`config.mk`:
```
export PLATFORM = sky130hd
export DESIGN_NAME = instr_fetch_ctrl
export DESIGN_NICKNAME = d
export VERILOG_FILES = /design/src/rtl/fetch_pkg.sv /design/src/rtl/fetch_fifo.sv /design/src/rtl/instr_fetch_ctrl.sv
export SDC_FILE = /design/constraint.sdc
export NUM_CORES = 1
export LEC_CHECK = 0
export BUFFER_PORTS_ARGS = -buffer_cell sky130_fd_sc_hd__buf_2
export CAP_MARGIN = 5
export CORE_MARGIN = 1
export CORE_UTILIZATION = 55
export DETAILED_ROUTE_END_ITERATION = 6
export PLACE_DENSITY = 0.78
export SETUP_SLACK_MARGIN = 0.1
export SLEW_MARGIN = 20
export SYNTH_ARGS = -nofsm -noshare
export SYNTH_HDL_FRONTEND = slang
export SYNTH_HIERARCHICAL = 1
export SYNTH_SLANG_ARGS = --single-unit
```
`constraint.sdc`:
```
create_clock -name clk -period 4 [get_ports clk]
set_input_delay 0.4 -clock clk [delete_from_list [all_inputs] [get_ports clk]]
set_output_delay 0.4 -clock clk [all_outputs]
set_load 0.01 [all_outputs]
```
`src/rtl/fetch_pkg.sv`:
```
// rtl/fetch_pkg.sv - shared types and constants for the instruction fetch controller
//
// Purpose : FSM state encoding, instruction size, buffer entry layout and the
//           sequential-PC helper used by the fetch controller and its buffer.
// Ports   : none (package).

`ifndef PC_RESET
`define PC_RESET 32'h0000_0000
`endif

package fetch_pkg;

    typedef enum logic [1:0] {
        S_IDLE = 2'd0,
        S_RUN  = 2'd1,
        S_TRAP = 2'd2
    } fetch_state_e;

    localparam int INSTR_BYTES = 4;
    localparam int ENTRY_W     = 64;

    // One buffered instruction; pc sits in the upper half of the 64-bit entry.
    typedef struct packed {
        logic [31:0] pc;
        logic [31:0] instr;
    } fetch_entry_t;

    // Sequential fetch address; wraps modulo 2^32 without any flag.
    function automatic logic [31:0] next_pc(input logic [31:0] pc);
        return pc + 32'(INSTR_BYTES);
    endfunction

endpackage

```
`src/rtl/fetch_fifo.sv`:
```
// rtl/fetch_fifo.sv - synchronous instruction buffer with flush
//
// Purpose : Small circular FIFO holding {pc, instr} entries between the ROM
//           response path and the core. Flush empties it in one cycle.
// Ports   : clk, rst          clock, synchronous active-high reset
//           push_i/push_data_i write an entry
//           pop_i             drop the head entry (ignored when empty)
//           flush_i           discard all entries (wins over push/pop)
//           head_o            entry at the head (stale data when empty)
//           count_o           current occupancy

module fetch_fifo #(
    parameter int DEPTH = 2,
    parameter int WIDTH = 64
) (
    input  logic                       clk,
    input  logic                       rst,
    input  logic                       push_i,
    input  logic [WIDTH-1:0]           push_data_i,
    input  logic                       pop_i,
    input  logic                       flush_i,
    output logic [WIDTH-1:0]           head_o,
    output logic [$clog2(DEPTH+1)-1:0] count_o
);

    localparam int PW = $clog2(DEPTH);
    localparam int CW = $clog2(DEPTH + 1);

    logic [WIDTH-1:0] mem_q [DEPTH];
    logic [PW-1:0]    wr_ptr_q;
    logic [PW-1:0]    rd_ptr_q;
    logic [CW-1:0]    count_q;

    logic full;
    logic empty;
    logic do_push;
    logic do_pop;

    // DEPTH need not be a power of two, so pointers wrap explicitly.
    function automatic logic [PW-1:0] ptr_inc(input logic [PW-1:0] ptr);
        return (ptr == PW'(DEPTH - 1)) ? '0 : ptr + 1'b1;
    endfunction

    assign full    = (count_q == CW'(DEPTH));
    assign empty   = (count_q == '0);
    assign do_pop  = pop_i & ~empty;
    // A push into a full buffer is legal only when the head leaves the same cycle.
    assign do_push = push_i & (~full | do_pop);

    always_ff @(posedge clk) begin
        if (rst) begin
            wr_ptr_q <= '0;
            rd_ptr_q <= '0;
            count_q  <= '0;
            for (int i = 0; i < DEPTH; i++) begin
                mem_q[i] <= '0;
            end
        end else if (flush_i) begin
            wr_ptr_q <= '0;
            rd_ptr_q <= '0;
            count_q  <= '0;
        end else begin
            if (do_push) begin
                mem_q[wr_ptr_q] <= push_data_i;
                wr_ptr_q        <= ptr_inc(wr_ptr_q);
            end
            if (do_pop) begin
                rd_ptr_q <= ptr_inc(rd_ptr_q);
            end
            case ({do_push, do_pop})
                2'b10:   count_q <= count_q + 1'b1;
                2'b01:   count_q <= count_q - 1'b1;
                default: count_q <= count_q;
            endcase
        end
    end

    assign head_o  = mem_q[rd_ptr_q];
    assign count_o = count_q;

    // Upstream credit accounting must never let an entry be lost.
    no_overflow: assert property (@(posedge clk) disable iff (rst)
        !(push_i && full && !pop_i && !flush_i));

endmodule

```
`src/rtl/instr_fetch_ctrl.sv`:
```
// rtl/instr_fetch_ctrl.sv - fetch sequencer between IF stage and instruction ROM
//
// Purpose : Issues sequential word-aligned ROM reads under credit control,
//           tags returned words with their PC, buffers them for the core and
//           flushes/restarts on redirect.
// Config  : FETCH_MISALIGN_CHK_EN - misaligned redirect raises sticky
//           o_misalign and parks the fetcher in S_TRAP. Undefined: redirect
//           target low bits are forced to zero and o_misalign is absent.
// Ports   : clk, rst                  clock, synchronous active-high reset
//           i_fetch_en                allow issuing new ROM reads
//           i_redirect/i_redirect_pc  flush and restart at a new PC
//           o_mem_addr/o_mem_stb      ROM read request (combinational)
//           i_mem_data/i_mem_data_vld ROM read data, one cycle after strobe
//           o_instr/o_instr_pc        buffer head and its PC
//           o_instr_vld/i_instr_rdy   core handshake
//           o_misalign                misaligned redirect seen (macro only)

`ifndef PC_RESET
`define PC_RESET 32'h0000_0000
`endif

module instr_fetch_ctrl
    import fetch_pkg::*;
#(
    parameter logic [31:0] RESET_PC   = `PC_RESET,
    parameter int          FIFO_DEPTH = 2
) (
    input  logic        clk,
    input  logic        rst,
    input  logic        i_fetch_en,
    input  logic        i_redirect,
    input  logic [31:0] i_redirect_pc,
    output logic [31:0] o_mem_addr,
    output logic        o_mem_stb,
    input  logic [31:0] i_mem_data,
    input  logic        i_mem_data_vld,
    output logic [31:0] o_instr,
    output logic [31:0] o_instr_pc,
    output logic        o_instr_vld,
    input  logic        i_instr_rdy
`ifdef FETCH_MISALIGN_CHK_EN
    ,
    output logic        o_misalign
`endif
);

    localparam int CW = $clog2(FIFO_DEPTH + 1);

    fetch_state_e  state_q;
    logic [31:0]   fetch_pc_q;
    logic [31:0]   fetch_pc_d;
    logic [31:0]   rsp_pc_q;
    logic          inflight_q;

    logic [31:0]   redirect_pc;
    logic          redirect_misaligned;
    logic [CW-1:0] occ;
    logic          pop;
    logic          push;
    logic          flush;
    logic [31:0]   used;
    logic          credit_ok;
    logic          stb;
    fetch_entry_t  push_entry;
    fetch_entry_t  head_entry;

`ifdef FETCH_MISALIGN_CHK_EN
    logic          misalign_q;

    assign redirect_pc         = i_redirect_pc;
    assign redirect_misaligned = i_redirect & (i_redirect_pc[1:0] != 2'b00);
`else
    assign redirect_pc         = i_redirect_pc & ~32'h0000_0003;
    assign redirect_misaligned = 1'b0;
`endif

    // Redirect cancels any pop: the head is being thrown away anyway.
    assign pop = o_instr_vld & i_instr_rdy & ~i_redirect;

    // Slots already spoken for (buffered + in flight), less the one leaving now,
    // must leave room for another word before we may issue.
    assign used      = 32'(occ) + 32'(inflight_q);
    assign credit_ok = used < (32'(FIFO_DEPTH) + 32'(pop));
    assign stb       = (state_q == S_RUN) & ~i_redirect & credit_ok;

    // inflight_q gates the response so a word requested before reset or
    // redirect never lands in the buffer.
    assign push  = i_mem_data_vld & inflight_q & ~i_redirect;
    assign flush = i_redirect | (state_q == S_TRAP);

    assign push_entry.pc    = rsp_pc_q;
    assign push_entry.instr = i_mem_data;

    always_comb begin
        fetch_pc_d = fetch_pc_q;
        if (i_redirect) begin
            fetch_pc_d = redirect_pc;
        end else if (stb) begin
            fetch_pc_d = next_pc(fetch_pc_q);
        end
    end

    always_ff @(posedge clk) begin
        if (rst) begin
            state_q    <= S_IDLE;
            fetch_pc_q <= RESET_PC;
            rsp_pc_q   <= '0;
            inflight_q <= 1'b0;
`ifdef FETCH_MISALIGN_CHK_EN
            misalign_q <= 1'b0;
`endif
        end else begin
            fetch_pc_q <= fetch_pc_d;
            inflight_q <= stb;
            if (stb) begin
                rsp_pc_q <= fetch_pc_q;
            end

            if (redirect_misaligned) begin
                state_q <= S_TRAP;
`ifdef FETCH_MISALIGN_CHK_EN
                misalign_q <= 1'b1;
`endif
            end else if (i_redirect && state_q == S_TRAP) begin
                // Aligned redirect releases the trap straight into the mode
                // the core currently asks for.
                state_q <= i_fetch_en ? S_RUN : S_IDLE;
`ifdef FETCH_MISALIGN_CHK_EN
                misalign_q <= 1'b0;
`endif
            end else begin
                case (state_q)
                    S_IDLE:  if (i_fetch_en)  state_q <= S_RUN;
                    S_RUN:   if (!i_fetch_en) state_q <= S_IDLE;
                    S_TRAP:  state_q <= S_TRAP;
                    default: state_q <= S_IDLE;
                endcase
`ifdef FETCH_MISALIGN_CHK_EN
                if (i_redirect) begin
                    misalign_q <= 1'b0;
                end
`endif
            end
        end
    end

    fetch_fifo #(
        .DEPTH (FIFO_DEPTH),
        .WIDTH (ENTRY_W)
    ) u_fifo (
        .clk         (clk),
        .rst         (rst),
        .push_i      (push),
        .push_data_i (push_entry),
        .pop_i       (pop),
        .flush_i     (flush),
        .head_o      (head_entry),
        .count_o     (occ)
    );

    assign o_mem_addr  = fetch_pc_q;
    assign o_mem_stb   = stb;
    assign o_instr     = head_entry.instr;
    assign o_instr_pc  = head_entry.pc;
    assign o_instr_vld = (occ != '0);
`ifdef FETCH_MISALIGN_CHK_EN
    assign o_misalign  = misalign_q;
`endif

endmodule
```
# Word-level counts from Yosys, hierarchy flattened
# Memory sizes are Yosys's and may differ from the RTL's. A register that Yosys moved wholly into a read port is not among the register bits.
# Cells that the tools add are included.
# totals
reg_bits	71
ram_bits	128
in_bits	70
output_inout_bits	98
word_cells	68
memories	1
# op_classes
n_addsub	7
n_lt_le_gt_ge	1
eq_ne	7
muxes	21
n_bitwise	13
reduce_logical	10
# mem_list
name	depth	word_bits	read_ports	rd_ports_with_merged_regs	wr	line_no	rtl
u_fifo.mem_q	2	64	1	1	2	fetch_fifo.sv:29	logic [WIDTH-1:0] mem_q [DEPTH];
# op_table
cell	n
two-way mux 32 bit	2
two-way mux 64 bit	1
OR reduction 64 bit	1
adder 32 x 3 -> 32 bit (second input constant)	1
two-way mux 1 bit	13
AND 1 bit	8
== test 2 bit (second input constant)	3
two-way mux 2 bit	3
case mux 2 bit (3 select lines)	1
nonzero test 2 bit	3
== test 2 x 1 -> 1 bit (second input constant)	2
zero test 2 bit	2
case mux 2 bit (2 select lines)	1
OR reduction 2 bit	2
adder 2 x 1 -> 3 bit	1
adder 2 x 1 -> 3 bit (first input constant)	1
less-than comparator 3 bit	1
!= test 3 x 2 -> 1 bit (second input constant)	1
!= test 3 bit (second input constant)	1
NOT 1 bit	3
adder 1 bit (second input constant)	2
adder 2 x 1 -> 2 bit (second input constant)	1
bitwise OR 1 bit	2
AND reduction 2 bit	1
other kinds (2)	2

# Logic depth before layout (Yosys ltp)
# Gate-level depths: netlist of run 1.
# logic_depth
depth_word	12
depth_mapped	9
mapped_depth_nobuf	8

# By module
# Netlist of run 1, hierarchy kept.
# by_module_without_submodules
mod	n_inst	cells_per_inst	area_per_inst_um2	seq_area_each_um2
fetch_fifo	1	368	5798.1	3943.8
instr_fetch_ctrl	1	361	2944.1	1261.2

# Worst setup path before layout of run 1
# No wires, ideal clock.
# synth_path
kind	input -> register
startpoint	input port i_redirect
endpoint	memory u_fifo.mem_q[1][0], enable pin
setup_ns	0.394
arrival_ns	2.586
required_ns	3.606
slack_ns	1.020
path_stages	8
n_path_buf	3
path_cell_list	buf_6 -> inv_2 -> clkbuf_1 -> nand2_1 -> or3b_1 -> nor3b_2 -> buf_6 -> or2_2
# synth_lines
item	line_no	rtl
start, declared	instr_fetch_ctrl.sv:31	input logic i_redirect,
end, declared	fetch_fifo.sv:29	

# Final worst setup path of run 1
# layout_path
startpoint	register u_fifo.count_q[0] (netlist: u_fifo/count_o[0])
endpoint	output port o_mem_stb
# layout_between
elab_chain_cells	6
elab_cells_between_ends	7
cone_classes	add/sub: 2; order compare: 1; bitwise: 3; reduce/logical: 1
# layout_rtl
item	line_no	rtl
start, declared	fetch_fifo.sv:32	logic [CW-1:0] count_q;
start signal, assigned	fetch_fifo.sv:71	2'b10: count_q <= count_q + 1'b1;
start signal, assigned	fetch_fifo.sv:72	2'b01: count_q <= count_q - 1'b1;
start signal, assigned	fetch_fifo.sv:73	default: count_q <= count_q;
nonzero test 2 bit	instr_fetch_ctrl.sv:165	assign o_instr_vld = (occ != '0);
AND 1 bit (2 in a row)	instr_fetch_ctrl.sv:78	assign pop = o_instr_vld & i_instr_rdy & ~i_redirect;
adder 2 x 1 -> 3 bit	instr_fetch_ctrl.sv:83	assign credit_ok = used < (32'(FIFO_DEPTH) + 32'(pop));
less-than comparator 3 bit (*)	instr_fetch_ctrl.sv:83	
AND 1 bit (*)	instr_fetch_ctrl.sv:84	assign stb = (state_q == S_RUN) & ~i_redirect & credit_ok;
end, declared	instr_fetch_ctrl.sv:34	output logic o_mem_stb,
# Mark *: on every way between the ends. The rest lies on a longest branch, timed or not.

==> results.md, run 1 <==
| Item | Value | Unit |
|---|---|---|
| Synth Area per Inst | 12.0 | µm² |
| Clock sink total | 196 | - |
| Std-Cell Core Area | 0.0154 | mm² |
| First-pass DRT Iterations | 5 | - |
| Total Neg Setup Slack | 0 | ps |
| TritonCTS clock tree | done | - |
| Worst endpoint required time | 3600 | ps |
| Routed Wire Length | 17.2 | mm |
| Clock Tree Buf Depth | 2 | - |
| Final Instance Count excl. Fillers | 1104 | - |
| Standard cell area after detailed placement | 0.00967 | mm² |
| Start point of the critical path | u_fifo/count_o[0]$_SDFFE_PP0P_ | - |
| R2r endpoint | o_mem_addr[17]$_SDFFE_PP0P_ | - |
| Insertion delay to the later sink of the worst-skew pair | 430 | ps |
| Number of I/O port buffers | 163 | - |
| Most common cell after layout, fill and taps aside | sky130_fd_sc_hd__buf_2 | - |
| Crit Reg-Reg Startpoint | u_fifo/count_o[0]$_SDFFE_PP0P_ | - |
| Cell area after synthesis | 0.00874 | mm² |
| Register-to-register path setup slack | 1110 | ps |
| Post-detailed-route count of antenna-violating nets | 0 | - |
| Hold-critical path depth | 3 | - |
| Count of buffering cells on the critical path with inverters included | 3 | - |
| Die Span Y | 128 | µm |
| Crit share post-route | 77.7 | % |
| Worst slew slack as a fraction of its limit | 37.9 | % |
| Path category of the worst min-delay check | in -> reg | - |
| Width of the chip | 128 | µm |
| Iteration-0 DRC count of the detailed router | 379 | - |
| Crit path capture type | output pin | - |
| Area enclosed by the die boundary | 0.0164 | mm² |
| Final-report hold violation count | 0 | - |
| Final HPWL DP | 11.1 | mm |
| Via count of the first global-routing pass | 5423 | - |
| Cell depth of the worst flop-to-flop path | 5 | - |
| Antenna fix cells | 0 | - |
| Wire length of the first global-routing pass | 27.1 | mm |
| Leakage | 4.03 | nW |
| Layout area overhead | 17.2 | % |
| Total power | 4.16 | mW |
| Number of instances in the placed design | 1072 | - |
| Synth Instances | 729 | - |
| Fmax | 0.322 | GHz |
| Arrival time at the worst endpoint | 2710 | ps |
| CP delay by family, top | compound AO/OA/AOI/OAI gates | - |
| Post CTS Setup Buffer Count | 0 | - |
| Final global-route overflow total | 0 | - |
| Count of final setup violators | 0 | - |
| Vias after detailed routing | 5849 | - |
| Max-cap violations | 0 | - |
| Maximum number of pins on one net before global-route repair | 66 | - |
| Overall routing resource usage | 21.5 | % |
| Number of synthesized register bits | 196 | - |
| Max incr delay on CP | 830 | ps |
| Slowest stage cell on the critical path | sky130_fd_sc_hd__o41ai_4 | - |
| Global Route met1 Usage | 29.4 | % |
| Gates resized, CTS repair | 0 | - |
| Grt peak-use layer | met2 | - |
| Pins Over Slew Limit | 0 | - |
| Termination of the worst setup path | o_mem_stb | - |
| Wire length per cell after detailed routing | 15.6 | µm |
| Clock Pin Slew Worst Setup and Hold Paths | 70 | ps |
| CTS root buffer | sky130_fd_sc_hd__clkbuf_16 | - |
| Shortest clock period the worst path allows after layout | 3110 | ps |
| Sequential area share after synthesis | 59.5 | % |
| Result of the run | completed | - |
| PwrDens | 406 | mW/mm² |
| Post-cts hold buffer count | 0 | - |
| Syn. warnings | 6 | - |
| Count of boundary I/O pins | 168 | - |
| Unique cell type count in the Yosys netlist | 48 | - |
| Finished layout cell area | 0.0102 | mm² |
| Nets | 954 | - |
| Commonest cells after routing, fill and taps aside | 163 x sky130_fd_sc_hd__buf_2, 129 x sky130_fd_sc_hd__and2_1, 128 x sky130_fd_sc_hd__edfxtp_1, 73 x sky130_fd_sc_hd__nand2_1, 67 x sky130_fd_sc_hd__dfxtp_1 | - |
| Initial antenna violation count | 0 | - |
| Element type at the critical path start | register | - |
| Placement Rows | 45 | - |
| Met2 Usage GRT | 34.4 | % |
| Clock tree skew after final layout | 9.24 | ps |
| Avg Vias per Cell | 5.30 | - |
| Post-detailed-route DRC marker count | 0 | - |
| Unrepaired setup endpoints after global routing | no | - |
| Total CTS buffers | 17 | - |
| Maximum fanout along the worst path | 31 | - |
| Maximum ir drop on the vdd rail | 0.000328 | V |
| Total stage count of the critical path | 6 | - |
| List of cells traversed by the critical path | ha_1, o41ai_4, nand3_1, buf_4, inv_1, buf_2 | - |
| Weighted congestion at the end of routability-driven global placement | 0.839 | - |
| Critical path class | reg -> out | - |
| Layout cell share with drive strength beyond 1 | 31.5 | % |
| Global Route met3 Usage | 4.17 | % |
| Actual transition at the worst max-transition pin | 928 | ps |
| Initial standard-cell utilization of the core | 56.9 | % |
| Number of H-tree branching levels | 4 | - |
==> where the power goes <==
group	leakage, nW	internal (mW)	switching, mW
combinational	1.86	0.108	0.143
clock	0.289	0.940	0.692
sequential	1.88	2.22	0.0522
==> worst reg2reg max path, delay by kind of cell, from the launching register on <==
kind / cells / cell delay (ps)
fa+ha+maj: 1 / 320
flops: 1 / 470
compound gates: 2 / 1080
simple gates: 2 / 930
==> worst min path at each step <==
stage,endpoint,start,slack [ps]
finish,o_mem_addr[27]$_SDFFE_PP0P_,i_redirect_pc[27],230
global route,o_mem_addr[27]$_SDFFE_PP0P_,i_redirect_pc[27],230
CTS,o_mem_addr[27]$_SDFFE_PP0P_,i_redirect_pc[27],220
detailed placement,rsp_pc_q[23]$_SDFFE_PP0P_,rsp_pc_q[23]$_SDFFE_PP0P_,450
global placement,rsp_pc_q[23]$_SDFFE_PP0P_,rsp_pc_q[23]$_SDFFE_PP0P_,450
floorplan,rsp_pc_q[10]$_SDFFE_PP0P_,rsp_pc_q[10]$_SDFFE_PP0P_,440
==> synth_stat cells, drive strengths merged <==
master   count  share of area, %
and3         5              0.36
o21ai        7              0.40
a211oi      16               1.4
and4         4              0.43
o31ai        2              0.17
nor2        29               1.2
buf         21               2.1
and2       129               9.2
a21oi       39               2.2
nand2       73               3.1
a311oi       7              0.70
nor3b        4              0.59
nor4b        2              0.27
o21bai       6              0.52
mux2        64               8.2
dfxtp       68                16
nand2b       1             0.072
xnor2       11               1.1
nand4       11              0.96
or3          6              0.43
or4          3              0.26
nand4b       2              0.20
conb         1             0.043
inv          5              0.21
o21a         1             0.086
and3b        1              0.10
ha           4              0.57
nor4         8              0.57
or3b         3              0.30
nor3         6              0.34
o41ai        1              0.31
xor2        14               1.4
nand3       15              0.86
clkbuf      26               1.1
o41a         1              0.13
o2111ai      1              0.10
edfxtp     128                44
or2          4              0.31
==> cell families after synthesis <==
kind of cell	share of synthesized area (%)
other cells	0.0429
xor+xnor	2.50
fa+ha+maj	0.573
simple gates	19.7
flops	59.5
mux	8.24
buf+inv	3.41
compound gates	6.03
==> per-layer routing <==
metal	part of all wire, %	wire length (µm)	up-vias
met3	6.4	1100	13
met1	46	7930	2736
met2	46	7980	217
li1	-	-	2883
met5	0	0	-
met4	1.2	215	0
==> sequential cells by signal (all words and copies together) (netlist names), named ones only <==
| name | flops |
|---|---|
| u_fifo/count_o | 2 |
| inflight_q | 1 |
| u_fifo/mem_q | 128 |
| u_fifo/rd_ptr_q | 1 |
| o_mem_addr | 30 |
| rsp_pc_q | 30 |
| state_q | 2 |
| u_fifo/wr_ptr_q | 1 |
==> area by class of cell <==
| class | instances | area, µm² |
|---|---|---|
| Fill cell | 1211 | 5120 |
| Inverter | 5 | 18.8 |
| Clock buffer | 24 | 502 |
| Multi-Input combinational cell | 486 | 3270 |
| Clock inverter | 8 | 71.3 |
| Tap cell | 211 | 264 |
| Sequential cell | 196 | 5210 |
| Timing Repair Buffer | 174 | 911 |
==> stage by stage <==
| step | hold slack [ps] | util, % | worst slack (ps) |
|---|---|---|---|
| after floorplan | 440 | - | 1020 |
| after CTS | 215 | 66.7 | 889 |
| after detailed placement | 454 | 62.9 | 1140 |
| after global placement | 445 | 62.9 | 1200 |
| final | 231 | 66.7 | 890 |
| after global routing | 227 | 66.7 | 729 |
Note: power is estimated with default switching activity, not from simulation.
==> run 2: changes to the inputs <==
Clock period 4 ns to 3.05 ns, I/O delays scaled along.
==> results.md, run 2 (synthesized netlist as in run 1, its figures left out) <==
| Item | Value | Unit |
|---|---|---|
| Max incr delay on CP | 510 | ps |
| Arrival time at the worst endpoint | 2450 | ps |
| Crit share post-route | 90.2 | % |
| Nets | 959 | - |
| Max-cap violations | 0 | - |
| Die Span Y | 128 | µm |
| Clock Tree Buf Depth | 2 | - |
| Count of boundary I/O pins | 168 | - |
| Commonest cells after routing, fill and taps aside | 163 x sky130_fd_sc_hd__buf_2, 129 x sky130_fd_sc_hd__and2_1, 128 x sky130_fd_sc_hd__edfxtp_1, 73 x sky130_fd_sc_hd__nand2_1, 67 x sky130_fd_sc_hd__dfxtp_1 | - |
| Flip-flop count of the largest register after layout | 128 | - |
| Maximum fanout along the worst path | 17 | - |
| Placement Rows | 45 | - |
| Worst Setup Slack post-DPL | 558 | ps |
| Register containing the most flip-flops in the final layout | u_fifo/mem_q | - |
| Start point of the critical path | u_fifo/count_o[0]$_SDFFE_PP0P_ | - |
| Worst endpoint required time | 2740 | ps |
| Initial standard-cell utilization of the core | 56.9 | % |
| Crit Reg-Reg Startpoint | u_fifo/count_o[0]$_SDFFE_PP0P_ | - |
| Post CTS Setup Buffer Count | 0 | - |
| Final global-route overflow total | 0 | - |
| Routed Wire Length | 17.1 | mm |
| Post-detailed-route DRC marker count | 0 | - |
| Total Neg Setup Slack | 0 | ps |
| Crit path capture type | output pin | - |
| Final-report hold violation count | 0 | - |
| Final HPWL DP | 11.5 | mm |
| Initial antenna violation count | 0 | - |
| Avg Vias per Cell | 5.27 | - |
| TritonCTS clock tree | done | - |
| Cell depth of the worst flop-to-flop path | 7 | - |
| Std-Cell Core Area | 0.0154 | mm² |
| Leakage | 4.05 | nW |
| Total CTS buffers | 17 | - |
| Insertion delay to the later sink of the worst-skew pair | 430 | ps |
| PwrDens | 540 | mW/mm² |
| R2r endpoint | o_mem_addr[30]$_SDFFE_PP0P_ | - |
| Clock Pin Slew Worst Setup and Hold Paths | 70 | ps |
| Worst slew slack as a fraction of its limit | 61.8 | % |
| Most common cell after layout, fill and taps aside | sky130_fd_sc_hd__buf_2 | - |
| Element type at the critical path start | register | - |
| First-pass DRT Iterations | 7 | - |
| List of cells traversed by the critical path | ha_1, o41ai_4, nand3_1, clkinvlp_4, buf_2 | - |
| Layout area overhead | 18.1 | % |
| Post-cts hold buffer count | 0 | - |
| Wire length of the first global-routing pass | 27.0 | mm |
| Overall routing resource usage | 21.6 | % |
| Weighted congestion at the end of routability-driven global placement | 0.818 | - |
| Area enclosed by the die boundary | 0.0164 | mm² |
| Register-to-register path setup slack | 500 | ps |
| Maximum ir drop on the vdd rail | 0.000396 | V |
| Number of H-tree branching levels | 4 | - |
| Result of the run | completed | - |
| Termination of the worst setup path | o_mem_stb | - |
| Final critical-path setup slack | 299 | ps |
| Final core utilization | 67.2 | % |
| Maximum number of pins on one net before global-route repair | 66 | - |
| Path category of the worst min-delay check | in -> reg | - |
| Vias after detailed routing | 5845 | - |
| Shortest clock period the worst path allows after layout | 2750 | ps |
| Critical path class | reg -> out | - |
| Via count of the first global-routing pass | 5432 | - |
| Wire length per cell after detailed routing | 15.4 | µm |
| Number of I/O port buffers | 163 | - |
| Unrepaired setup endpoints after global routing | no | - |
| Slowest stage cell on the critical path | sky130_fd_sc_hd__o41ai_4 | - |
| Width of the chip | 128 | µm |
| Antenna fix cells | 0 | - |
| Clock tree skew after final layout | 7.48 | ps |
| Iteration-0 DRC count of the detailed router | 323 | - |
| CTS root buffer | sky130_fd_sc_hd__clkbuf_16 | - |
| Layout cell share with drive strength beyond 1 | 32.3 | % |
| Count of final setup violators | 0 | - |
| Pins Over Slew Limit | 0 | - |
| Clock sink total | 196 | - |
| Fmax | 0.364 | GHz |
| Post-detailed-route count of antenna-violating nets | 0 | - |
| Actual transition at the worst max-transition pin | 574 | ps |
run 2: cell types whose count changed in the layout (fill, tap and decap cells not counted), sizes merged:
cell      before  now
clkinvlp       0    1
inv            8   13
bufinv         1    2
clkbuf        24   17
buf          174  179
run 2: worst max-delay path, delay by kind of cell (launching register included):
family,cells,cell delay (ps)
AO/OA/AOI/OAI,1,510
adder cells (fa/ha/maj),1,330
buffers and inverters,2,470
flip-flops,1,490
AND/OR/NAND/NOR,1,220
run 2: how the worst min path moves through the flow:
stage                         startpoint                   endpoint  slack [ps]  cells after the start
2_1_floorplan  rsp_pc_q[10]$_SDFFE_PP0P_  rsp_pc_q[10]$_SDFFE_PP0P_         440                      2
3_3_place_gp    rsp_pc_q[4]$_SDFFE_PP0P_   rsp_pc_q[4]$_SDFFE_PP0P_         450                      2
3_5_place_dp    rsp_pc_q[6]$_SDFFE_PP0P_   rsp_pc_q[6]$_SDFFE_PP0P_         450                      2
4_1_cts                       i_fetch_en    state_q[0]$_SDFFE_PP0P_         100                      2
5_1_grt                       i_fetch_en    state_q[0]$_SDFFE_PP0P_         120                      2
6_report                      i_fetch_en    state_q[0]$_SDFFE_PP0P_         130                      2
run 2: area by class of cell:
class,count,area (µm²)
Sequential cell,196,5210
Clock inverter,15,186
Fill cell,1206,5040
Clock buffer,17,425
Tap cell,211,264
Multi-Input combinational cell,486,3270
Inverter,5,22.5
Timing Repair Buffer,179,948
run 2: power breakdown:
group / internal (mW) / leakage, nW / switching, mW
clock: 1.25 / 0.301 / 1.02
combinational: 0.143 / 1.87 / 0.188
sequential: 2.91 / 1.88 / 0.0664
total: 4.30 / 4.05 / 1.28
run 2: metal layers:
layer  wire, µm  up-vias  global-route usage [%]
met5          0        -                       0
met4        223        0                    7.06
met3       1060       17                    4.51
met2       8110      211                    35.8
met1       7660     2709                    28.2
li1           -     2908                       -
run 2: stage by stage:
stage	total power, mW	std cells	hold WS (ps)	instance area, µm²
detailed placement	3.37	1077	453	9710
floorplan	3.21	734	440	8760
CTS	5.63	1109	104	10300
finish	5.58	1109	129	10300
global route	5.78	1109	115	10300
global placement	3.36	1077	447	9710
run 2: what timing repair did:
action                                  in CTS  in global routing
gates resized for setup                      0                  1
endpoints found under the setup margin       0                  1
endpoints found under the hold margin        0                  0
